$ cat src/rtl/apb_spi_if_if.sv
// APB slave-side bus bundle for apb_spi_if. AddrW is the PADDR width; addresses
// at or above 0x10 are treated as unmapped when AddrW is wider than 4.
interface apb_spi_if_if #(
  parameter int unsigned AddrW = 4
) ();
  logic             PSEL;
  logic             PENABLE;
  logic             PWRITE;
  logic [AddrW-1:0] PADDR;
  logic [31:0]      PWDATA;
  logic [31:0]      PRDATA;
  logic             PREADY;
  logic             PSLVERR;

  modport master (
    output PSEL, PENABLE, PWRITE, PADDR, PWDATA,
    input  PRDATA, PREADY, PSLVERR
  );

  modport slave (
    input  PSEL, PENABLE, PWRITE, PADDR, PWDATA,
    output PRDATA, PREADY, PSLVERR
  );
endinterface

$ cat src/rtl/apb_spi_if.sv
// APB register front-end for a 16-bit SPI core: CTRL/STATUS/TXDATA/RXDATA,
// a launch/busy FSM and done-edge capture of the received frame.
// Optional interrupt output enabled by defining APB_SPI_IRQ_EN.
module apb_spi_if #(
  parameter int unsigned FRAME_W = 16  // only 16 is supported
) (
  input  logic               clk,
  input  logic               rst,
  apb_spi_if_if.slave        apb,
  output logic               send,
  output logic [FRAME_W-1:0] data_in,
  input  logic [FRAME_W-1:0] data_out,
  input  logic               done
`ifdef APB_SPI_IRQ_EN
  ,
  output logic               irq
`endif
);

  typedef enum logic [1:0] {StIdle, StLaunch, StBusy} state_e;

  state_e             state_q;
  logic               send_q;
  logic [FRAME_W-1:0] tx_q;
  logic [FRAME_W-1:0] rx_q;
  logic               rx_valid_q;
  logic               overrun_q;
  logic               done_q;
  logic               irq_en;

  logic       acc, wr, rd, mapped, busy;
  logic [1:0] sel;
  logic       done_rise, capture, err;
  logic       ctrl_wr_ok, start_ok, tx_wr_ok, st_wr, rx_rd;
  logic       unused_bits;

  assign acc       = apb.PSEL & apb.PENABLE;
  assign wr        = acc & apb.PWRITE;
  assign rd        = acc & ~apb.PWRITE;
  assign mapped    = ~|(apb.PADDR >> 4);
  assign sel       = apb.PADDR[3:2];
  assign busy      = (state_q != StIdle);
  assign done_rise = done & ~done_q;
  assign capture   = (state_q == StBusy) & done_rise;

  assign ctrl_wr_ok = wr & mapped & (sel == 2'd0) & ~err;
  assign start_ok   = ctrl_wr_ok & apb.PWDATA[0];
  assign tx_wr_ok   = wr & mapped & (sel == 2'd2) & ~err;
  assign st_wr      = wr & mapped & (sel == 2'd1);
  assign rx_rd      = rd & mapped & (sel == 2'd3);

  assign unused_bits = ^{apb.PWDATA[31:FRAME_W], apb.PADDR[1:0]};

  assign send        = send_q;
  assign data_in     = tx_q;
  assign apb.PREADY  = 1'b1;

  // Error decode: unmapped, RXDATA write, or START/TXDATA write while busy.
  always_comb begin
    err = 1'b0;
    if (acc) begin
      if (!mapped) begin
        err = 1'b1;
      end else if (apb.PWRITE) begin
        case (sel)
          2'd0:    err = apb.PWDATA[0] & busy;
          2'd2:    err = busy;
          2'd3:    err = 1'b1;
          default: err = 1'b0;
        endcase
      end
    end
  end

  // Read mux; zero outside a mapped read access phase and during reset.
  always_comb begin
    apb.PRDATA = '0;
    if (rd && mapped && !rst) begin
      case (sel)
        2'd0:    apb.PRDATA = {30'd0, irq_en, 1'b0};
        2'd1:    apb.PRDATA = {29'd0, overrun_q, rx_valid_q, busy};
        2'd2:    apb.PRDATA = 32'(tx_q);
        default: apb.PRDATA = 32'(rx_q);
      endcase
    end
  end

  // PSLVERR is forced low while reset is held.
  always_comb begin
    apb.PSLVERR = err & ~rst;
  end

  // Transfer FSM with registered one-cycle send pulse.
  always_ff @(posedge clk) begin
    if (rst) begin
      state_q <= StIdle;
      send_q  <= 1'b0;
    end else begin
      case (state_q)
        StIdle: begin
          send_q <= 1'b0;
          if (start_ok) begin
            state_q <= StLaunch;
            send_q  <= 1'b1;
          end
        end
        StLaunch: begin
          state_q <= StBusy;
          send_q  <= 1'b0;
        end
        StBusy: begin
          send_q <= 1'b0;
          if (capture) state_q <= StIdle;
        end
        default: begin
          state_q <= StIdle;
          send_q  <= 1'b0;
        end
      endcase
    end
  end

  // Data and status registers; a capture wins over W1C and RXDATA-read clears.
  always_ff @(posedge clk) begin
    if (rst) begin
      tx_q       <= '0;
      rx_q       <= '0;
      rx_valid_q <= 1'b0;
      overrun_q  <= 1'b0;
      done_q     <= 1'b1;  // a done already high at reset exit is not an edge
    end else begin
      done_q <= done;
      if (tx_wr_ok) tx_q <= apb.PWDATA[FRAME_W-1:0];
      if (capture) begin
        rx_q       <= data_out;
        rx_valid_q <= 1'b1;
      end else if ((st_wr && apb.PWDATA[1]) || rx_rd) begin
        rx_valid_q <= 1'b0;
      end
      if (capture && rx_valid_q) begin
        overrun_q <= 1'b1;
      end else if (st_wr && apb.PWDATA[2]) begin
        overrun_q <= 1'b0;
      end
    end
  end

`ifdef APB_SPI_IRQ_EN
  logic irq_en_q;
  logic irq_q;

  assign irq_en = irq_en_q;
  assign irq    = irq_q;

  // Interrupt enable and registered interrupt output.
  always_ff @(posedge clk) begin
    if (rst) begin
      irq_en_q <= 1'b0;
      irq_q    <= 1'b0;
    end else begin
      if (ctrl_wr_ok) irq_en_q <= apb.PWDATA[1];
      irq_q <= irq_en_q & (rx_valid_q | overrun_q);
    end
  end
`else
  assign irq_en = 1'b0;
`endif

endmodule

$ cat src/flat_wrapper.sv
// flat-port wrapper written by rule: the top's interface ports become plain ports
module apb_spi_if_flat 
#(
  parameter int unsigned FRAME_W = 16                         
)
  (clk, rst, send, data_in, data_out, done, apb_PSEL, apb_PENABLE, apb_PWRITE, apb_PADDR, apb_PWDATA, apb_PRDATA, apb_PREADY, apb_PSLVERR);
  apb_spi_if_if apb_i ();
  input  logic clk;
  input  logic rst;
  output logic send;
  output logic [FRAME_W-1:0] data_in;
  input  logic [FRAME_W-1:0] data_out;
  input  logic done;
  input wire logic [$bits(apb_i.PSEL)-1:0] apb_PSEL;
  input wire logic [$bits(apb_i.PENABLE)-1:0] apb_PENABLE;
  input wire logic [$bits(apb_i.PWRITE)-1:0] apb_PWRITE;
  input wire logic [$bits(apb_i.PADDR)-1:0] apb_PADDR;
  input wire logic [$bits(apb_i.PWDATA)-1:0] apb_PWDATA;
  output wire logic [$bits(apb_i.PRDATA)-1:0] apb_PRDATA;
  output wire logic [$bits(apb_i.PREADY)-1:0] apb_PREADY;
  output wire logic [$bits(apb_i.PSLVERR)-1:0] apb_PSLVERR;
  assign apb_i.PSEL = apb_PSEL;
  assign apb_i.PENABLE = apb_PENABLE;
  assign apb_i.PWRITE = apb_PWRITE;
  assign apb_i.PADDR = apb_PADDR;
  assign apb_i.PWDATA = apb_PWDATA;
  assign apb_PRDATA = apb_i.PRDATA;
  assign apb_PREADY = apb_i.PREADY;
  assign apb_PSLVERR = apb_i.PSLVERR;
  apb_spi_if #(.FRAME_W(FRAME_W)) u_core (.clk(clk), .rst(rst), .apb(apb_i), .send(send), .data_in(data_in), .data_out(data_out), .done(done));
endmodule
$ cat config.mk
export PLATFORM = sky130hd
export DESIGN_NAME = apb_spi_if_flat
export DESIGN_NICKNAME = d
export VERILOG_FILES = /design/src/rtl/apb_spi_if_if.sv /design/src/rtl/apb_spi_if.sv /design/src/flat_wrapper.sv
export SDC_FILE = /design/constraint.sdc
export NUM_CORES = 1
export LEC_CHECK = 0
export BUFFER_PORTS_ARGS = -buffer_cell sky130_fd_sc_hd__buf_2
export CORE_ASPECT_RATIO = 2
export CORE_MARGIN = 5
export CORE_UTILIZATION = 44
export DETAILED_ROUTE_END_ITERATION = 12
export HOLD_SLACK_MARGIN = 0.12
export MAX_ROUTING_LAYER = met4
export PLACE_DENSITY = 0.86
export RECOVER_POWER = 100
export REMOVE_ABC_BUFFERS = 1
export SKIP_CTS_REPAIR_TIMING = 1
export SLEW_MARGIN = 10
export SYNTH_ARGS = -nofsm -noshare
export SYNTH_HDL_FRONTEND = slang
export SYNTH_SLANG_ARGS = --single-unit
$ cat constraint.sdc
create_clock -name clk -period 1.7 [get_ports clk]
set_input_delay 0.17 -clock clk [delete_from_list [all_inputs] [get_ports clk]]
set_output_delay 0.17 -clock clk [all_outputs]
set_load 0.005 [all_outputs]
==> flow_metrics.env <==
export IMPL_port_buffers=73
export IMPL_clock_path_buffers=2
export IMPL_slew_viol_final=0
export IMPL_grt_use_total=0.175
export IMPL_end_kind="flip-flop"
export IMPL_setup_ws_ns=0.253
export IMPL_clock_skew_ns=0.00432
export IMPL_insertion_delay_ns=0.28
export IMPL_first_pass_iters=4
export IMPL_final_min_clock_period_ns=1.45
export IMPL_grt_pass1_wl_um=7700
export IMPL_fillCellCount=447
export IMPL_nets=364
export IMPL_core_um2=4300
export IMPL_drt_iter0_markers=24
export IMPL_synth_seq_cells=38
export IMPL_antenna_found_initial=0
export IMPL_numCtsBuffers=5
export IMPL_cts_tree="built"
export IMPL_critPathArrivalTime_ns=1.65
export IMPL_vias=1762
export IMPL_initial_core_util=0.447
export IMPL_dp_slack_ns=0.286
export IMPL_synth_cells=234
export IMPL_syn_area_um2=1920
export IMPL_p_total_w=0.00167
export IMPL_p_leak_nw=0.961
export IMPL_yosys_warnings=0
export IMPL_powerDensity_nw_per_um2=719
export IMPL_rows=34
export IMPL_wirelength_um=4960
export IMPL_ys_types=34
export IMPL_place_hpwl_um=3790
export IMPL_tns_ns=0
export IMPL_vdd_drop_max_v=0.000557
export IMPL_area_growth_pct=20.8
export IMPL_synthFlopType="dfxtp_1"
export IMPL_drv_cap=0
export IMPL_ios=109
export IMPL_numPlacedInstances=352
export IMPL_grt_max_degree=26
export IMPL_clock_sinks=38
export IMPL_ctsHtreeMaxLevel=2
export IMPL_synth_edf_count=0
export IMPL_start_kind="flip-flop"
export IMPL_drc_errors=0
export IMPL_syn_mean_instance_area_um2=8.21
export IMPL_clk_pin_slew_ns=0.07
export IMPL_drive_gt1_frac=0.228
export IMPL_rsz0062_at_grt="no"
export IMPL_hp_class="input port to flip-flop"
export IMPL_period_share=0.851
export IMPL_grt_ovfl_total=0
export IMPL_clockRootBuffer="clkbuf_8"
export IMPL_setup_worst_path_class="flip-flop to flip-flop"
export IMPL_status="completed"
export IMPL_diodes=0
export IMPL_final_util=0.540
export IMPL_die_w_um=56.7
export IMPL_setup_violations=0
export IMPL_crit_required_ns=1.90
export IMPL_die_h_um=103
export IMPL_hold_viol=0
export IMPL_place_congestion=0.798
export IMPL_wl_per_cell_um=13.7
export IMPL_crit_path_max_fanout=16
export IMPL_yosysSeqAreaShare=0.396
export IMPL_die_area_um2=5870
export IMPL_async_flop_share=0
export IMPL_via_per_inst=4.88
export IMPL_clock_fmax_mhz=691
export IMPL_finalNonFillerCells=361
export IMPL_grt_pass1_vias=1695
export IMPL_ant_nets=0
[Yosys cell counts, types with 3 or more instances]
cell type / n / area share
clkbuf_1: 3 / 0.0059
mux2i_1: 29 / 0.15
a21oi_1: 20 / 0.052
dfxtp_1: 38 / 0.40
buf_2: 5 / 0.013
nand2_1: 67 / 0.13
mux2_2: 3 / 0.018
nor2_1: 15 / 0.029
inv_1: 3 / 0.0059
buf_4: 19 / 0.074
[logic make-up (layout without fill, tap and decap cells)]
group / after synthesis / in the layout / share of synthesized area
simple gates: 99 / 99 / 0.226
buf+inv: 36 / 94 / 0.125
compound gates: 27 / 27 / 0.0807
flops: 38 / 38 / 0.396
mux: 32 / 32 / 0.169
other cells: 2 / 17 / 0.00391
[registers in the layout, indices dropped and copies added (netlist names)]
register           cells
u_core.overrun_q       1
u_core.send            1
u_core.data_in        16
u_core.rx_valid_q      1
u_core.rx_q           16
u_core.done_q          1
u_core.state_q         2
[critical path, cell delays in order, from the launching register on]
cell and delay, ns:
dfxtp_1 0.35, nor3_1 0.35, and3_1 0.27, buf_12 0.20
mux2i_1 0.21
[stage by stage]
| stage | cell area (µm²) | hold WS (ns) |
|---|---|---|
| global placement | 2280 | 0.411 |
| detailed placement | 2280 | 0.417 |
| finish | 2320 | 0.122 |
| global route | 2320 | 0.120 |
| CTS | 2370 | 0.111 |
| floorplan | 1750 | 0.239 |
[routing by layer]
layer,track usage,part of all wire,up-vias
met5,-,0,-
met4,0.105,0.041,0
met3,0.0360,0.064,14
met2,0.313,0.52,70
met1,0.173,0.37,801
li1,-,-,877
[power breakdown]
group / total [W] / switching [W] / internal (W)
clock network: 0.000613 / 0.000286 / 0.000327
registers: 0.000902 / 0.00000489 / 0.000897
logic: 0.000155 / 0.0000867 / 0.0000688
[final timing paths]
| path | from | end | slack, ns | depth (start not counted) |
|---|---|---|---|---|
| min reg2reg | u_core.rx_q[2] | u_core.rx_q[2] | 0.46 | 2 |
| min | data_out[10] | u_core.rx_q[10] | 0.12 | 3 |
| max reg2reg | u_core.state_q[1] | u_core.data_in[0] | 0.25 | 4 |
| max | u_core.state_q[1] | u_core.data_in[0] | 0.25 | 4 |
[placed cells by master, fill, tap and decap left out, types with 3 or more instances in the layout]
cell type	netlist	layout
a21oi_1	20	20
dfxtp_1	38	38
clkbuf_1	3	26
nor3_1	2	3
nor2_1	15	15
buf_4	19	6
clkbuf_2	1	3
mux2i_1	29	29
inv_1	3	3
nand2_1	67	67
buf_2	5	47
conb_1	2	17
clkbuf_8	0	6
mux2_2	3	3
[cell type report]
class                   count  area, µm²  share of cell area
clock buffers               7       86.3              0.0372
clock inverters             1       5.00             0.00216
inverters                   3       11.3             0.00485
multi-input cells         175        972               0.419
flip-flops and latches     38        761               0.328
well taps                  54       67.6              0.0291
repair buffers             83        419               0.180
No activity file was read; power rests on OpenSTA's default activity.
